**src/rtl/goal_seek_pkg.sv**
```systemverilog
// goal_seek_pkg: shared types and constants for the goal-seek direction controller.
//   state_e       - controller states
//   STOP..REVERSE - H-bridge direction words, bit order {fwd_a, fwd_b, bwd_a, bwd_b}
//   DUTY_OFF      - duty code driven while the motors are stopped
//   cyc_w()       - timer width needed to hold the largest (cycle count - 1)
package goal_seek_pkg;

  typedef enum logic [2:0] {IDLE, SEARCH, NUDGE, BACKOFF, PAUSE, FAULT} state_e;

  localparam logic [3:0] STOP    = 4'b0000;
  localparam logic [3:0] SPIN_R  = 4'b1001;
  localparam logic [3:0] SPIN_L  = 4'b0110;
  localparam logic [3:0] REVERSE = 4'b0011;

  localparam int unsigned DUTY_OFF = 0;

  // The timer only ever holds (count - 1), so clog2 of the largest count suffices.
  function automatic int unsigned cyc_w(int unsigned a, int unsigned b, int unsigned c);
    int unsigned m;
    m = a;
    if (b > m) m = b;
    if (c > m) m = c;
    return (m <= 1) ? 1 : $clog2(m);
  endfunction

endpackage

```
**src/rtl/goal_seek_timer.sv**
```systemverilog
// goal_seek_timer: loadable, freezable down-counter shared by the nudge,
// backoff and search phases.
//   load/load_val - load a new count (loading 0 clears it)
//   run           - decrement by one; while low the count is frozen
//   expired       - count has reached zero (last clock of the phase)
module goal_seek_timer #(
  parameter int W = 8
) (
  input  logic         clk,
  input  logic         rst_n,
  input  logic         load,
  input  logic [W-1:0] load_val,
  input  logic         run,
  output logic         expired
);
  import goal_seek_pkg::*;

  logic [W-1:0] cnt;

  always_ff @(posedge clk or negedge rst_n) begin
    if (!rst_n)                  cnt <= '0;
    else if (load)               cnt <= load_val;
    else if (run && cnt != '0)   cnt <= cnt - 1'b1;
  end

  assign expired = (cnt == '0);

endmodule

```
**src/rtl/goal_seek_ctrl.sv**
```systemverilog
// goal_seek_ctrl: spin-search for IR goal beacons, nudge toward a hit, back off
// from the boundary wire, with pause/freeze and a search timeout fault.
//   enable (rising edge) starts a search; pause freezes motors and timer;
//   inductance forces a backoff; ir_hit[NUM_CH] picks the nudge channel.
//   Outputs: H-bridge lines fwd_a/fwd_b/bwd_a/bwd_b, duty selects, done, busy,
//   sticky fault, and hit_ch (last channel that caused a nudge).
//   All outputs are registered and decoded from the next state.
module goal_seek_ctrl
  import goal_seek_pkg::*;
#(
  parameter int unsigned          CLK_HZ      = 100_000_000,
  parameter int                   NUM_CH      = 2,
  parameter logic [NUM_CH-1:0]    CH_DIR      = 2'b01,
  parameter int                   DUTY_W      = 2,
  parameter int unsigned          NUDGE_CYC   = 100_000_000,
  parameter int unsigned          BACKOFF_CYC = 200_000_000,
  parameter int unsigned          SEARCH_CYC  = 1_500_000_000,
  parameter int unsigned          DUTY_SEARCH = 1,
  parameter int unsigned          DUTY_NUDGE  = 2,
  parameter int unsigned          DUTY_BACK   = 3,
  localparam int                  HW          = (NUM_CH > 1) ? $clog2(NUM_CH) : 1
) (
  input  logic              clk,
  input  logic              rst_n,
  input  logic              enable,
  input  logic              pause,
  input  logic              inductance,
  input  logic [NUM_CH-1:0] ir_hit,
  input  logic              search_dir,
  output logic              fwd_a,
  output logic              fwd_b,
  output logic              bwd_a,
  output logic              bwd_b,
  output logic [DUTY_W-1:0] duty_sel_a,
  output logic [DUTY_W-1:0] duty_sel_b,
  output logic              done,
  output logic              busy,
  output logic              fault,
  output logic [HW-1:0]     hit_ch
);

  localparam int TW = cyc_w(NUDGE_CYC, BACKOFF_CYC, SEARCH_CYC);
  localparam logic [TW-1:0] LD_N = TW'((NUDGE_CYC   == 0) ? 0 : NUDGE_CYC   - 1);
  localparam logic [TW-1:0] LD_B = TW'((BACKOFF_CYC == 0) ? 0 : BACKOFF_CYC - 1);
  localparam logic [TW-1:0] LD_S = TW'((SEARCH_CYC  == 0) ? 0 : SEARCH_CYC  - 1);

  if (NUM_CH < 1 || NUM_CH > 8 || CLK_HZ == 0) begin : g_param_err
    $error("goal_seek_ctrl: NUM_CH must be 1..8 and CLK_HZ nonzero");
  end

  state_e          st, nxt, saved;
  logic            en_q, en_seen, rise;
  logic            dir_l, dir_nxt;        // latched search direction, 1 = left
  logic [HW-1:0]   hit_nxt, low_idx;
  logic            expired, tload, trun;
  logic [TW-1:0]   tval;
  logic [3:0]      mot;

  // en_seen keeps the first sample after reset from counting as a rising
  // edge, so enable held high through reset release does not start a run.
  assign rise = en_seen & ~en_q & enable;

  always_comb begin
    low_idx = '0;
    for (int i = NUM_CH - 1; i >= 0; i--)
      if (ir_hit[i]) low_idx = HW'(i);
  end

  always_comb begin
    nxt     = st;
    dir_nxt = dir_l;
    hit_nxt = hit_ch;
    case (st)
      IDLE, FAULT: if (rise) begin nxt = SEARCH; dir_nxt = search_dir; end
      PAUSE:       if (!pause) nxt = saved;
      SEARCH: begin
        if (pause)            nxt = PAUSE;
        else if (inductance)  nxt = BACKOFF;
        else if (|ir_hit) begin nxt = NUDGE; hit_nxt = low_idx; end
        else if (SEARCH_CYC != 0 && expired) nxt = FAULT;
      end
      NUDGE: begin
        if (pause)            nxt = PAUSE;
        else if (inductance)  nxt = BACKOFF;
        else if (expired)     nxt = IDLE;
      end
      BACKOFF: begin
        if (pause)            nxt = PAUSE;
        else if (expired)     nxt = inductance ? BACKOFF : SEARCH;
      end
      default:                nxt = IDLE;
    endcase
  end

  // Timer reloads on every state entry (including a backoff restart) but
  // neither on entry to PAUSE nor on the return from it, so the count freezes.
  always_comb begin
    tload = ((nxt != st) && (st != PAUSE) && (nxt != PAUSE)) ||
            ((st == BACKOFF) && (nxt == BACKOFF) && expired);
    trun  = (nxt == st) && (st == SEARCH || st == NUDGE || st == BACKOFF);
    case (nxt)
      SEARCH:  tval = LD_S;
      NUDGE:   tval = LD_N;
      BACKOFF: tval = LD_B;
      default: tval = '0;
    endcase
  end

  goal_seek_timer #(.W(TW)) u_timer (
    .clk      (clk),
    .rst_n    (rst_n),
    .load     (tload),
    .load_val (tval),
    .run      (trun),
    .expired  (expired)
  );

  always_ff @(posedge clk or negedge rst_n) begin
    if (!rst_n) begin
      st         <= IDLE;
      saved      <= IDLE;
      en_q       <= 1'b0;
      en_seen    <= 1'b0;
      dir_l      <= 1'b0;
      hit_ch     <= '0;
      mot        <= STOP;
      duty_sel_a <= '0;
      duty_sel_b <= '0;
      done       <= 1'b1;
      busy       <= 1'b0;
      fault      <= 1'b0;
    end else begin
      st      <= nxt;
      en_q    <= enable;
      en_seen <= 1'b1;
      dir_l   <= dir_nxt;
      hit_ch  <= hit_nxt;
      if (nxt == PAUSE && st != PAUSE) saved <= st;
      done    <= (nxt == IDLE);
      busy    <= (nxt != IDLE) && (nxt != FAULT);
      fault   <= (nxt == FAULT);
      case (nxt)
        SEARCH: begin
          mot        <= dir_nxt ? SPIN_L : SPIN_R;
          duty_sel_a <= DUTY_W'(DUTY_SEARCH);
          duty_sel_b <= DUTY_W'(DUTY_SEARCH);
        end
        NUDGE: begin
          mot        <= CH_DIR[hit_nxt] ? SPIN_R : SPIN_L;
          duty_sel_a <= DUTY_W'(DUTY_NUDGE);
          duty_sel_b <= DUTY_W'(DUTY_NUDGE);
        end
        BACKOFF: begin
          mot        <= REVERSE;
          duty_sel_a <= DUTY_W'(DUTY_BACK);
          duty_sel_b <= DUTY_W'(DUTY_BACK);
        end
        default: begin
          mot        <= STOP;
          duty_sel_a <= DUTY_W'(DUTY_OFF);
          duty_sel_b <= DUTY_W'(DUTY_OFF);
        end
      endcase
    end
  end

  assign {fwd_a, fwd_b, bwd_a, bwd_b} = mot;

endmodule
```
**config.mk**
```make
export PLATFORM = sky130hd
export DESIGN_NAME = goal_seek_ctrl
export DESIGN_NICKNAME = d
export VERILOG_FILES = /design/src/rtl/goal_seek_pkg.sv /design/src/rtl/goal_seek_timer.sv /design/src/rtl/goal_seek_ctrl.sv
export SDC_FILE = /design/constraint.sdc
export NUM_CORES = 1
export LEC_CHECK = 0
export ABC_AREA = 0
export CAP_MARGIN = 10
export CORE_MARGIN = 3
export CORE_UTILIZATION = 50
export CTS_BUF_LIST = sky130_fd_sc_hd__clkbuf_16
export DETAILED_ROUTE_END_ITERATION = 6
export GPL_TIMING_DRIVEN = 0
export HOLD_SLACK_MARGIN = 0.15
export PLACE_DENSITY = 0.72
export SLEW_MARGIN = 10
export SYNTH_ARGS = -nofsm -noshare
export SYNTH_HDL_FRONTEND = slang
export SYNTH_SLANG_ARGS = --single-unit
```
**constraint.sdc**
```tcl
create_clock -name clk -period 6.4 [get_ports clk]
set_input_delay 1.28 -clock clk [delete_from_list [all_inputs] [get_ports clk]]
set_output_delay 1.28 -clock clk [all_outputs]
set_load 0.02 [all_outputs]
```
==> run_results.csv <==
group,metric,value,unit
outcome,outcome,"complete, no violations",
min_path,hold_path_startpoint,"saved[1]",
clock_tree,cts_root_buf,"clkbuf_16",
yosys,syn_avg_cell_area,9.22,µm²
setup_path,reg2reg_depth,8,
floorplan,die_area,6420,µm²
flow_run,maxCapViolations,0,
clock_tree,cts_tree,"done",
yosys,yosysSeqAreaShare,45.6,%
setup_path,critPathLaunch,"inductance",
timing,fin_tns_setup,0,ns
finish,area_growth,16.9,%
min_path,hold_path_class,"flip-flop to flip-flop",
grt,antenna_found_initial,0,
pwr,ir_drop,356,µV
yosys,synth_enable_flop_cells,0,
setup_path,reg2reg_slack,3.20,ns
timing,rsz0062_at_grt,"false",
grt,grt_pass1_vias,2139,
setup_path,r2r_start,"u_timer.cnt[21]",
routing,wirelength,5940,µm
yosys,synthesis.nets,307,
routing,drtIter0Drc,165,
timing,clock_skew,0.00625,ns
finish,antennaDiodeCount,0,
placement,portBuffers,19,
grt,grt_overflow,0,
timing,fin_crit_sh,65.4,%
grt,grt_start_max_net_pins,34,
timing,layout_setup_ws,2.22,ns
clock_tree,cts_resized,0,
clock_tree,path_clk_slew,0.07,ns
yosys,async_flop_share,100,%
clock_tree,cts_buffers,5,
placement,gp_congestion,0.879,
routing,drcViolationCount,0,
clock_tree,hold_buffers,0,
floorplan,rows,26,
finish,nets,334,
setup_path,crit_path_start_kind,"input port",
setup_path,r2r_end,"u_timer.cnt[25]",
timing,maxSlewViolCount,0,
routing,vias,2215,
timing,min_period,4.18,ns
setup_path,cp.arrival,4.39,ns
min_path,min_path_cells,2,
floorplan,coreArea,5200,µm²
yosys,ys.warnings.count,0,
finish,drive_gt1_share,10.4,%
floorplan,die_w,80.1,µm
placement,dp_hpwl,4380,µm
floorplan,pin_count,20,
yosys,ys_types,52,
clock_tree,clock_path_buffers,2,
setup_path,cp.required,6.61,ns
yosys,synthCells,298,
timing,worst_slew_pin_slew,0.821,ns
floorplan,initial_core_util,52.8,%
min_path,min_to,"saved[1]",
routing,wire_per_inst,15.0,µm
pwr,pwr_density_cell,583,nW/µm²
grt,grt_pass1_wl,10300,µm
setup_path,worstSetupPathType,"input port to flip-flop",
timing,hold_violations,0,
clock_tree,clock_sinks,50,
yosys,synth_ff_type,"dfrtp_1",
yosys,synth_seq_cells,50,
routing,first_pass_iters,4,
routing,viasPerCell,5.59,
clock_tree,cts_setup_buffers,0,
timing,relSlewSlack,44.9,%
pwr,p_total,1870,µW
finish,final_cell_mix,"dfrtp_1 (49), a21oi_1 (33), nand2_1 (29)",
timing,finalSetupViolations,0,
finish,final_common_cell,"dfrtp_1",
grt,grt_usage,20.7,%
pwr,p_leak,0.00130,µW
floorplan,die_y,80.1,µm
finish,fin_util,61.7,%
clock_tree,clkLatencyLatePin,0.29,ns
setup_path,end_kind,"flip-flop",
placement,pre_cts_slack,2.03,ns
setup_path,path_max_fanout,7,
routing,ant_nets,0,
timing,fmax,239,MHz
clock_tree,htree_levels,2,
yosys,synth_area,2750,µm²
==> worst max-delay path, cell delays in order <==
cell	delay [ns]
clkdlybuf4s50_1	0.52
nor4b_1	0.20
o21ai_0	0.26
or4b_1	0.57
nor3_1	0.71
nand2_1	0.31
or3_1	0.38
a21boi_0	0.17
==> registers in the layout, indices dropped and copies added (netlist names), 2 cells and up <==
| name | cells |
|---|---|
| u_timer.cnt | 31 |
| mot | 4 |
| saved | 3 |
| st | 3 |
| duty_sel_b | 2 |
==> synthesized netlist by cell type, types with 3 or more instances <==
master	count	area (µm²)
o21a_1	3	22.5
nand3_1	5	25.0
xnor2_1	11	96.3
clkbuf_1	5	18.8
xor2_1	16	140
nor2_1	23	86.3
nor3_1	16	80.1
nor4_1	6	37.5
nand4_1	3	18.8
dfrtp_1	49	1230
inv_1	10	37.5
nor2b_1	4	25.0
nand2_1	29	109
o21ai_0	11	55.1
nor4b_1	3	26.3
a21oi_1	33	165
or3_1	16	100
buf_4	6	45.0
or2_2	5	31.3
a31oi_1	4	25.0
==> cell type report <==
| class | instances | area (µm²) |
|---|---|---|
| multi-input cells | 224 | 1370 |
| clock buffers | 5 | 125 |
| well taps | 70 | 87.6 |
| flip-flops and latches | 50 | 1250 |
| plain buffers | 14 | 83.8 |
| fillers | 445 | 1990 |
| repair buffers | 20 | 205 |
| inverters | 10 | 37.5 |
| clock inverters | 3 | 47.5 |
==> per-layer routing <==
| metal | GRT usage [%] | vias to the layer above | part of all wire, % |
|---|---|---|---|
| met5 | 0 | - | 0 |
| met4 | 6.42 | 0 | 1.4 |
| met3 | 4.15 | 9 | 3.6 |
| met2 | 31.5 | 36 | 46 |
| met1 | 29.7 | 1070 | 49 |
| li1 | - | 1100 | - |
==> worst max-delay path by stage <==
stage / to / slack, ns / depth (start not counted)
2_1_floorplan: u_timer.cnt[12] / 2.97 / 8
3_3_place_gp: u_timer.cnt[23] / 2.03 / 9
3_5_place_dp: u_timer.cnt[23] / 2.03 / 9
4_1_cts: u_timer.cnt[29] / 2.31 / 8
5_1_grt: u_timer.cnt[29] / 1.97 / 8
6_report: u_timer.cnt[29] / 2.22 / 8
==> logic make-up (layout without fill, tap and decap cells) <==
kind of cell	after synthesis	after routing	synth area share, %
adder cells (fa/ha/maj)	1	1	0.456
multiplexers	3	3	1.14
AO/OA/AOI/OAI	67	67	15.2
other	1	1	0.137
AND/OR/NAND/NOR	125	125	24.4
XOR/XNOR	27	27	8.61
buffers and inverters	24	52	4.42
flip-flops	50	50	45.6
==> report_power, final <==
part	total [µW]	internal, µW	leakage (µW)	switching (µW)
Sequential	570	467	0.000619	103
Combinational	994	399	0.000598	595
Clock	309	187	0.0000848	122
==> per-stage QoR <==
stage / hold WS (ns) / cells / cell area (µm²)
CTS: 0.488 / 396 / 3210
global placement: 0.461 / 387 / 3020
global route: 0.519 / 396 / 3210
floorplan: 0.438 / 298 / 2750
finish: 0.490 / 396 / 3210
detailed placement: 0.471 / 388 / 3040
(Power assumes the default switching activity.)
